## src/rtl/systolic_fir_array.sv

```systemverilog
// systolic_fir_array
//   NUM_PE-tap systolic FIR with a runtime-loadable weight shift chain,
//   a valid-qualified data path that can stall, a flush input and
//   widened accumulation. Each PE delays x by two registers (xa, xb) and
//   the partial sum by one, so the chain forms a true FIR.
//
//   Define SYSTOLIC_SAT_EN to make every PE's add saturate to the
//   ACC_WIDTH signed range. When it is not defined, the add wraps.
//
// Ports
//   clk        clock, all state updates on posedge
//   rst        synchronous active-high reset; also clears the weights
//   in_valid   advance the data path with x_in / y_in this cycle
//   x_in       signed sample, WIDTH bits
//   y_in       signed initial partial sum for PE 0, ACC_WIDTH bits
//   w_load     shift w_data into the weight chain (at the last PE)
//   w_data     signed weight, WIDTH bits
//   flush      clear the data pipeline and fill count; keep the weights
//   out_valid  y_out holds a fully primed result
//   y_out      signed result from the last PE, ACC_WIDTH bits
module systolic_fir_array #(
  parameter int WIDTH     = 8,
  parameter int ACC_WIDTH = 20,
  parameter int NUM_PE    = 4
) (
  input  logic                        clk,
  input  logic                        rst,
  input  logic                        in_valid,
  input  logic signed [WIDTH-1:0]     x_in,
  input  logic signed [ACC_WIDTH-1:0] y_in,
  input  logic                        w_load,
  input  logic signed [WIDTH-1:0]     w_data,
  input  logic                        flush,
  output logic                        out_valid,
  output logic signed [ACC_WIDTH-1:0] y_out
);

  localparam int FW = (NUM_PE > 1) ? $clog2(NUM_PE) : 1;
  localparam logic [FW-1:0] FILL_MAX = FW'(NUM_PE - 1);

  logic signed [WIDTH-1:0]     w     [NUM_PE];
  logic signed [WIDTH-1:0]     xa    [NUM_PE];
  logic signed [WIDTH-1:0]     xb    [NUM_PE];
  logic signed [ACC_WIDTH-1:0] y     [NUM_PE];
  logic signed [ACC_WIDTH-1:0] ynext [NUM_PE];
  logic [FW-1:0]               fill;

  for (genvar k = 0; k < NUM_PE; k++) begin : gen_pe
    logic signed [WIDTH-1:0]       xk;
    logic signed [ACC_WIDTH-1:0]   yk;
    logic signed [2*WIDTH-1:0]     prod;
    logic signed [ACC_WIDTH-1:0]   pext;

    if (k == 0) begin : gen_first
      assign xk = x_in;
      assign yk = y_in;
    end else begin : gen_rest
      assign xk = xb[k-1];
      assign yk = y[k-1];
    end

    assign prod = xk * w[k];
    assign pext = ACC_WIDTH'(prod);

`ifdef SYSTOLIC_SAT_EN
    // One extra bit exposes overflow: the top two bits differ only
    // when the true sum leaves the ACC_WIDTH signed range.
    logic signed [ACC_WIDTH:0] sum;
    assign sum = {yk[ACC_WIDTH-1], yk} + {pext[ACC_WIDTH-1], pext};
    always_comb begin
      ynext[k] = sum[ACC_WIDTH-1:0];
      if (sum[ACC_WIDTH] != sum[ACC_WIDTH-1])
        ynext[k] = sum[ACC_WIDTH] ? {1'b1, {(ACC_WIDTH-1){1'b0}}}
                                  : {1'b0, {(ACC_WIDTH-1){1'b1}}};
    end
`else
    assign ynext[k] = yk + pext;
`endif
  end

  // Weights shift independently of the data path; the MAC above always
  // sees the pre-load weights in a cycle where both happen.
  always_ff @(posedge clk) begin
    if (rst) begin
      for (int unsigned k = 0; k < NUM_PE; k++) w[k] <= '0;
    end else if (w_load) begin
      for (int unsigned k = 0; k + 1 < NUM_PE; k++) w[k] <= w[k+1];
      w[NUM_PE-1] <= w_data;
    end
  end

  always_ff @(posedge clk) begin
    if (rst || flush) begin
      for (int unsigned k = 0; k < NUM_PE; k++) begin
        xa[k] <= '0;
        xb[k] <= '0;
        y[k]  <= '0;
      end
      fill      <= '0;
      out_valid <= 1'b0;
    end else if (in_valid) begin
      for (int unsigned k = 0; k < NUM_PE; k++) begin
        xa[k] <= (k == 0) ? x_in : xb[k-1];
        xb[k] <= xa[k];
        y[k]  <= ynext[k];
      end
      out_valid <= (fill == FILL_MAX);
      if (fill != FILL_MAX) fill <= fill + 1'b1;
    end else begin
      out_valid <= 1'b0;
    end
  end

  assign y_out = y[NUM_PE-1];

endmodule

```

## config.mk

```make
export PLATFORM = sky130hd
export DESIGN_NAME = systolic_fir_array
export DESIGN_NICKNAME = d
export VERILOG_FILES = /design/src/rtl/systolic_fir_array.sv
export SDC_FILE = /design/constraint.sdc
export NUM_CORES = 1
export LEC_CHECK = 0
export CORE_MARGIN = 4
export CORE_UTILIZATION = 55
export DETAILED_ROUTE_END_ITERATION = 8
export GPL_TIMING_DRIVEN = 0
export PLACE_DENSITY = 0.73
export SLEW_MARGIN = 20
export SYNTH_ARGS = -nofsm -noshare
export SYNTH_HDL_FRONTEND = slang
export SYNTH_SLANG_ARGS = --single-unit
```

## constraint.sdc

```tcl
create_clock -name clk -period 12.34 [get_ports clk]
set_clock_uncertainty 0.15 [all_clocks]
set_input_delay 3.702 -clock clk [delete_from_list [all_inputs] [get_ports clk]]
set_output_delay 3.702 -clock clk [all_outputs]
set_load 0.02 [all_outputs]
```

Word level (Yosys, flattened, before mapping)
Memory sizes are Yosys's and may differ from the RTL's. Cells that the tools add are included. W data, S select, Z words.

Flip-flop bits (word level): 3. Latch bits: 0. Bits in writable memories: 176. Bits in read-only memories: 0. Logic and storage cells: 63. Memories kept: 4.

Add/sub/neg operators: 5. Multipliers: 4. Divide/modulo/power cells: 0. Magnitude comparators: 0. Equality and inequality tests: 2. Shift-type cells: 0. Mux-type cells: 26. Bitwise logic cells: 17. Reductions and logical operators: 3.

Memory list: y (depth 4, width 20, rd ports 4, clocked after Yosys merged registers in 0, write ports 4, line 44) `logic signed [ACC_WIDTH-1:0] y [NUM_PE];`; w (depth 4, width 8, rd ports 4, clocked after Yosys merged registers in 0, write ports 4, line 41) `logic signed [WIDTH-1:0] w [NUM_PE];`; xa (depth 4, width 8, rd ports 4, clocked after Yosys merged registers in 0, write ports 4, line 42) `logic signed [WIDTH-1:0] xa [NUM_PE];`; xb (depth 4, width 8, rd ports 3, clocked after Yosys merged registers in 0, write ports 4, line 43) `logic signed [WIDTH-1:0] xb [NUM_PE];`.

Operator list (number): $mux W8 (12); $add A20 B16 Y20 (4); $mux W20 (4); $mul A8 B8 Y16 (4); $or A1 B1 Y1 (16); $mux W1 (10); $add A2 B1 Y2 const B (1); $eq A2 B2 Y1 const B (1); $ne A2 B2 Y1 const B (1); $reduce_and A2 Y1 (1); $reduce_or A2 Y1 (1); $logic_or A1 B1 Y1 (1); $not A1 Y1 (1).

Longest topological paths before layout
Word-level depth: 4. Gate-level depth with buffers: 19. Depth with buffers taken out: 18.

Worst setup path before layout
Ideal clock, no wire load.

Path kind: input-to-reg. Start point: in x_in[7]. End point: mem y[0][19] (data pin). Arrival: 8.378 ns. Data required time: 11.924 ns. Path slack: 3.546 ns. Cell stages on the path: 16. Cells stage by stage: clkbuf_1 -> and2_1 -> inv_1 -> fa_1 -> inv_1 -> fa_1 -> fa_1 -> fa_1 -> fa_1 -> ha_1 -> o21ai_0 -> o211ai_1 -> a31oi_1 -> o31ai_1 -> xnor2_1 -> nor2_1.

RTL lines: start: declaration (line 29) `input logic signed [WIDTH-1:0] x_in,`; end: declaration (line 44).

==> flow_metrics.py <==
metrics = {
    "status": {
        "status": "completed",
    },
    "timing": {
        "period_needed_ps": 9176,
        "report.final.slew_viol_count": 0,
        "setup_viol": 0,
        "clock.fmax_mhz": 109.0,
        "slew_headroom_pct": 32.20,
        "rsz0062_at_grt": "false",
        "tightest_slew_ps": 1004,
        "finalCritPeriodShare_pct": 74.36,
        "hold_viol_final": 0,
        "final.setup.tns_ps": 0,
    },
    "critical_path": {
        "crit_required_ps": 12380,
        "cp-end-kind": "register",
        "reg2regPathDepth": 16,
        "r2r_slack_ps": 5810,
        "cp_max_fo": 13,
        "crit_path_end": "y[0][19]",
        "cp.arrival_ps": 9220,
        "critPathLaunch": "x_in[7]",
        "r2r-start": "w[3][0]",
        "start_kind": "input pin",
        "r2r_end": "y[3][19]",
        "critical_path_class": "in -> reg",
    },
    "clocking": {
        "clock-sinks": 163,
        "cts_root_buffer": "clkbuf_16",
        "numCtsBuffers": 17,
        "ctsLongestPathBuffers": 2,
        "clk_pin_slew_ps": 70,
        "cts_resized": 0,
        "cts_max_level": 4,
        "cts_setup_buffers": 0,
        "clock_latency_ps": 460,
        "cts_tree": "done",
        "ctsHoldBuffers": 0,
    },
    "pwr": {
        "p_leak_nw": 11.01,
        "p_switching_w": 0.001037,
        "clkPwrFrac_pct": 22.0,
        "pwr-share-comb_pct": 50.3,
        "peakVddDrop_mv": 0.1669,
        "power_density_mw_per_mm2": 117.4,
        "p_int_w": 0.001522,
        "seqPwrFrac_pct": 27.8,
        "p_sw_share_pct": 40.51,
    },
    "die": {
        "io_pins": 62,
        "start_util_pct": 55.94,
        "rows": 69,
        "die_area_mm2": 0.03937,
        "die_y_um": 198.4,
        "die_w_um": 198.4,
        "core-area_mm2": 0.03566,
    },
    "synth": {
        "syn_nets": 2391,
        "synthFlopType": "edfxtp_1",
        "synth.distinct_cells": 44,
        "synthArstFlopShare_pct": 0,
        "synthesis.area_mm2": 0.01995,
        "synth_seq_area_share_pct": 24.39,
        "synthTopCellsByCount": "354 x inv_1, 352 x fa_1, 185 x ha_1, 169 x and2_1, 160 x edfxtp_1",
        "avgSynthCellArea_um2": 11.00,
        "synthCells": 1813,
        "ys_warn_count": 0,
        "synth_edf_count": 160,
        "yosys.area.top_type": "fa_1",
        "ys_ff_latch": 163,
        "yosysTopAreaCellShare_pct": 35.33,
        "ys_top_cells_by_area": "fa_1 35%, edfxtp_1 24%, ha_1 12%",
        "synth_most_common_cell": "inv_1",
    },
    "global_route": {
        "grt_pass1_wl_um": 69370,
        "grt_pass1_vias": 14220,
        "antenna_found_initial": 0,
        "grt_max_degree": 53,
        "grt_usage_pct": 22.14,
        "grt.overflow.total": 0,
    },
    "finish": {
        "fill_cells": 2871,
        "syn2layout_area_growth_pct": 9.284,
        "fin_util_pct": 61.13,
        "finalInstanceArea_mm2": 0.02180,
        "layout-drive-gt1-share_pct": 2.517,
        "final_cells": 2368,
        "n_antenna_cell": 0,
        "fin_nets": 2472,
    },
    "place": {
        "placedInstanceArea_mm2": 0.02118,
        "gp_congestion": 0.8725,
        "hpwl_um": 32420,
        "port_buffers": 60,
        "dpl.cell_count": 2336,
    },
    "routing": {
        "post_drt_wl_per_cell_um": 16.95,
        "vias": 12920,
        "avgViaCountPerCell": 5.454,
        "drc": 0,
        "wl_um": 40150,
        "first_pass_iters": 8,
        "ant_nets": 0,
        "drt_iter0_markers": 765,
    },
    "worst_hold_path": {
        "whs_path_depth": 1,
        "hp-class": "reg -> reg",
    },
    "flow_run": {
        "cap_violations": 0,
    },
}
[per-layer routing]
metal | vias up | global-route usage (%) | share of wire, %
met5 | - | 0 | 0
met2 | 268 | 39.61 | 52
li1 | 5898 | - | -
met4 | 0 | 6.408 | 2.7
met1 | 6689 | 28.50 | 42
met3 | 61 | 2.896 | 3.9
[final cells by class]
cell class                      instances  area, µm²  share of cell area [%]
Multi-Input combinational cell       1255      13600                   62.41
Sequential cell                       163       4865                   22.32
Inverter                              357       1340                   6.148
Timing Repair Buffer                   62      655.6                   3.008
Tap cell                              461      576.8                   2.646
Clock buffer                           17      425.4                   1.952
Clock inverter                         15      187.7                  0.8610
Buffer                                 38      143.9                  0.6601
[layout by cell type (no fill, tap or decap), drive strengths merged, types with 4 or more instances in the layout]
master           n
nand2          111
o21a             6
clkdlybuf4s50   60
a31o             6
inv            361
o21ai           22
nand2b           8
xnor2           51
and2           169
fa             352
ha             185
clkinv          10
xor2            28
a21oi           36
clkbuf          55
nor2            97
a211oi          13
o21bai           4
o211ai           4
or3              4
nand3            7
a31oi            8
nor2b           14
nor3            10
edfxtp         160
a21o            17
and3            78
[power by group through the flow]
stage / logic, W / clock network (W) / registers [W]
2_1_floorplan: 0.000989 / 0 / 0.000715
3_3_place_gp: 0.00123 / 0 / 0.000724
3_5_place_dp: 0.00128 / 0 / 0.000723
4_1_cts: 0.00130 / 0.000570 / 0.000711
5_1_grt: 0.00149 / 0.000592 / 0.000717
6_report: 0.00129 / 0.000562 / 0.000711
[worst min-delay path by stage]
stage                          from        end  slack, ps
final                     xa[0][12]  xb[0][12]        400
after global placement      fill[1]    fill[1]        360
after CTS                 xa[0][12]  xb[0][12]        390
after detailed placement  xa[0][12]  xb[0][12]        390
after global routing       xa[0][2]   xb[0][2]        410
after floorplan             fill[1]    fill[1]        350
[worst max-delay path, cell delays in order]
cell and delay, ps:
clkbuf_1 330, and2_1 760, inv_1 130, fa_1 510
inv_1 50, fa_1 480, fa_1 570, fa_1 440
fa_1 450, ha_1 370, o21ai_0 220, o211ai_1 380
a31oi_1 260, o31ai_1 330, xnor2_1 160, nor2_1 60
[flip-flops by register name (all words and copies together) (netlist names)]
name       cells
w             32
fill           2
xb            24
y             80
xa            24
out_valid      1
[through the flow]
stage,total power (W),hold slack (ps),setup slack (ps)
2_1_floorplan,0.001704,347.0,3546
3_3_place_gp,0.001956,362.3,2813
3_5_place_dp,0.001998,386.0,2763
4_1_cts,0.002579,394.6,3158
5_1_grt,0.002799,414.0,2863
6_report,0.002558,396.4,3164
[kinds of logic after synthesis]
kind of cell	synth area share [%]
multiplexers	0.2070
XOR/XNOR	3.469
flip-flops	24.39
AO/OA/AOI/OAI	4.542
adder cells (fa/ha/maj)	46.94
buffers and inverters	7.434
AND/OR/NAND/NOR	13.02
Power figures use the tool's default switching activity.
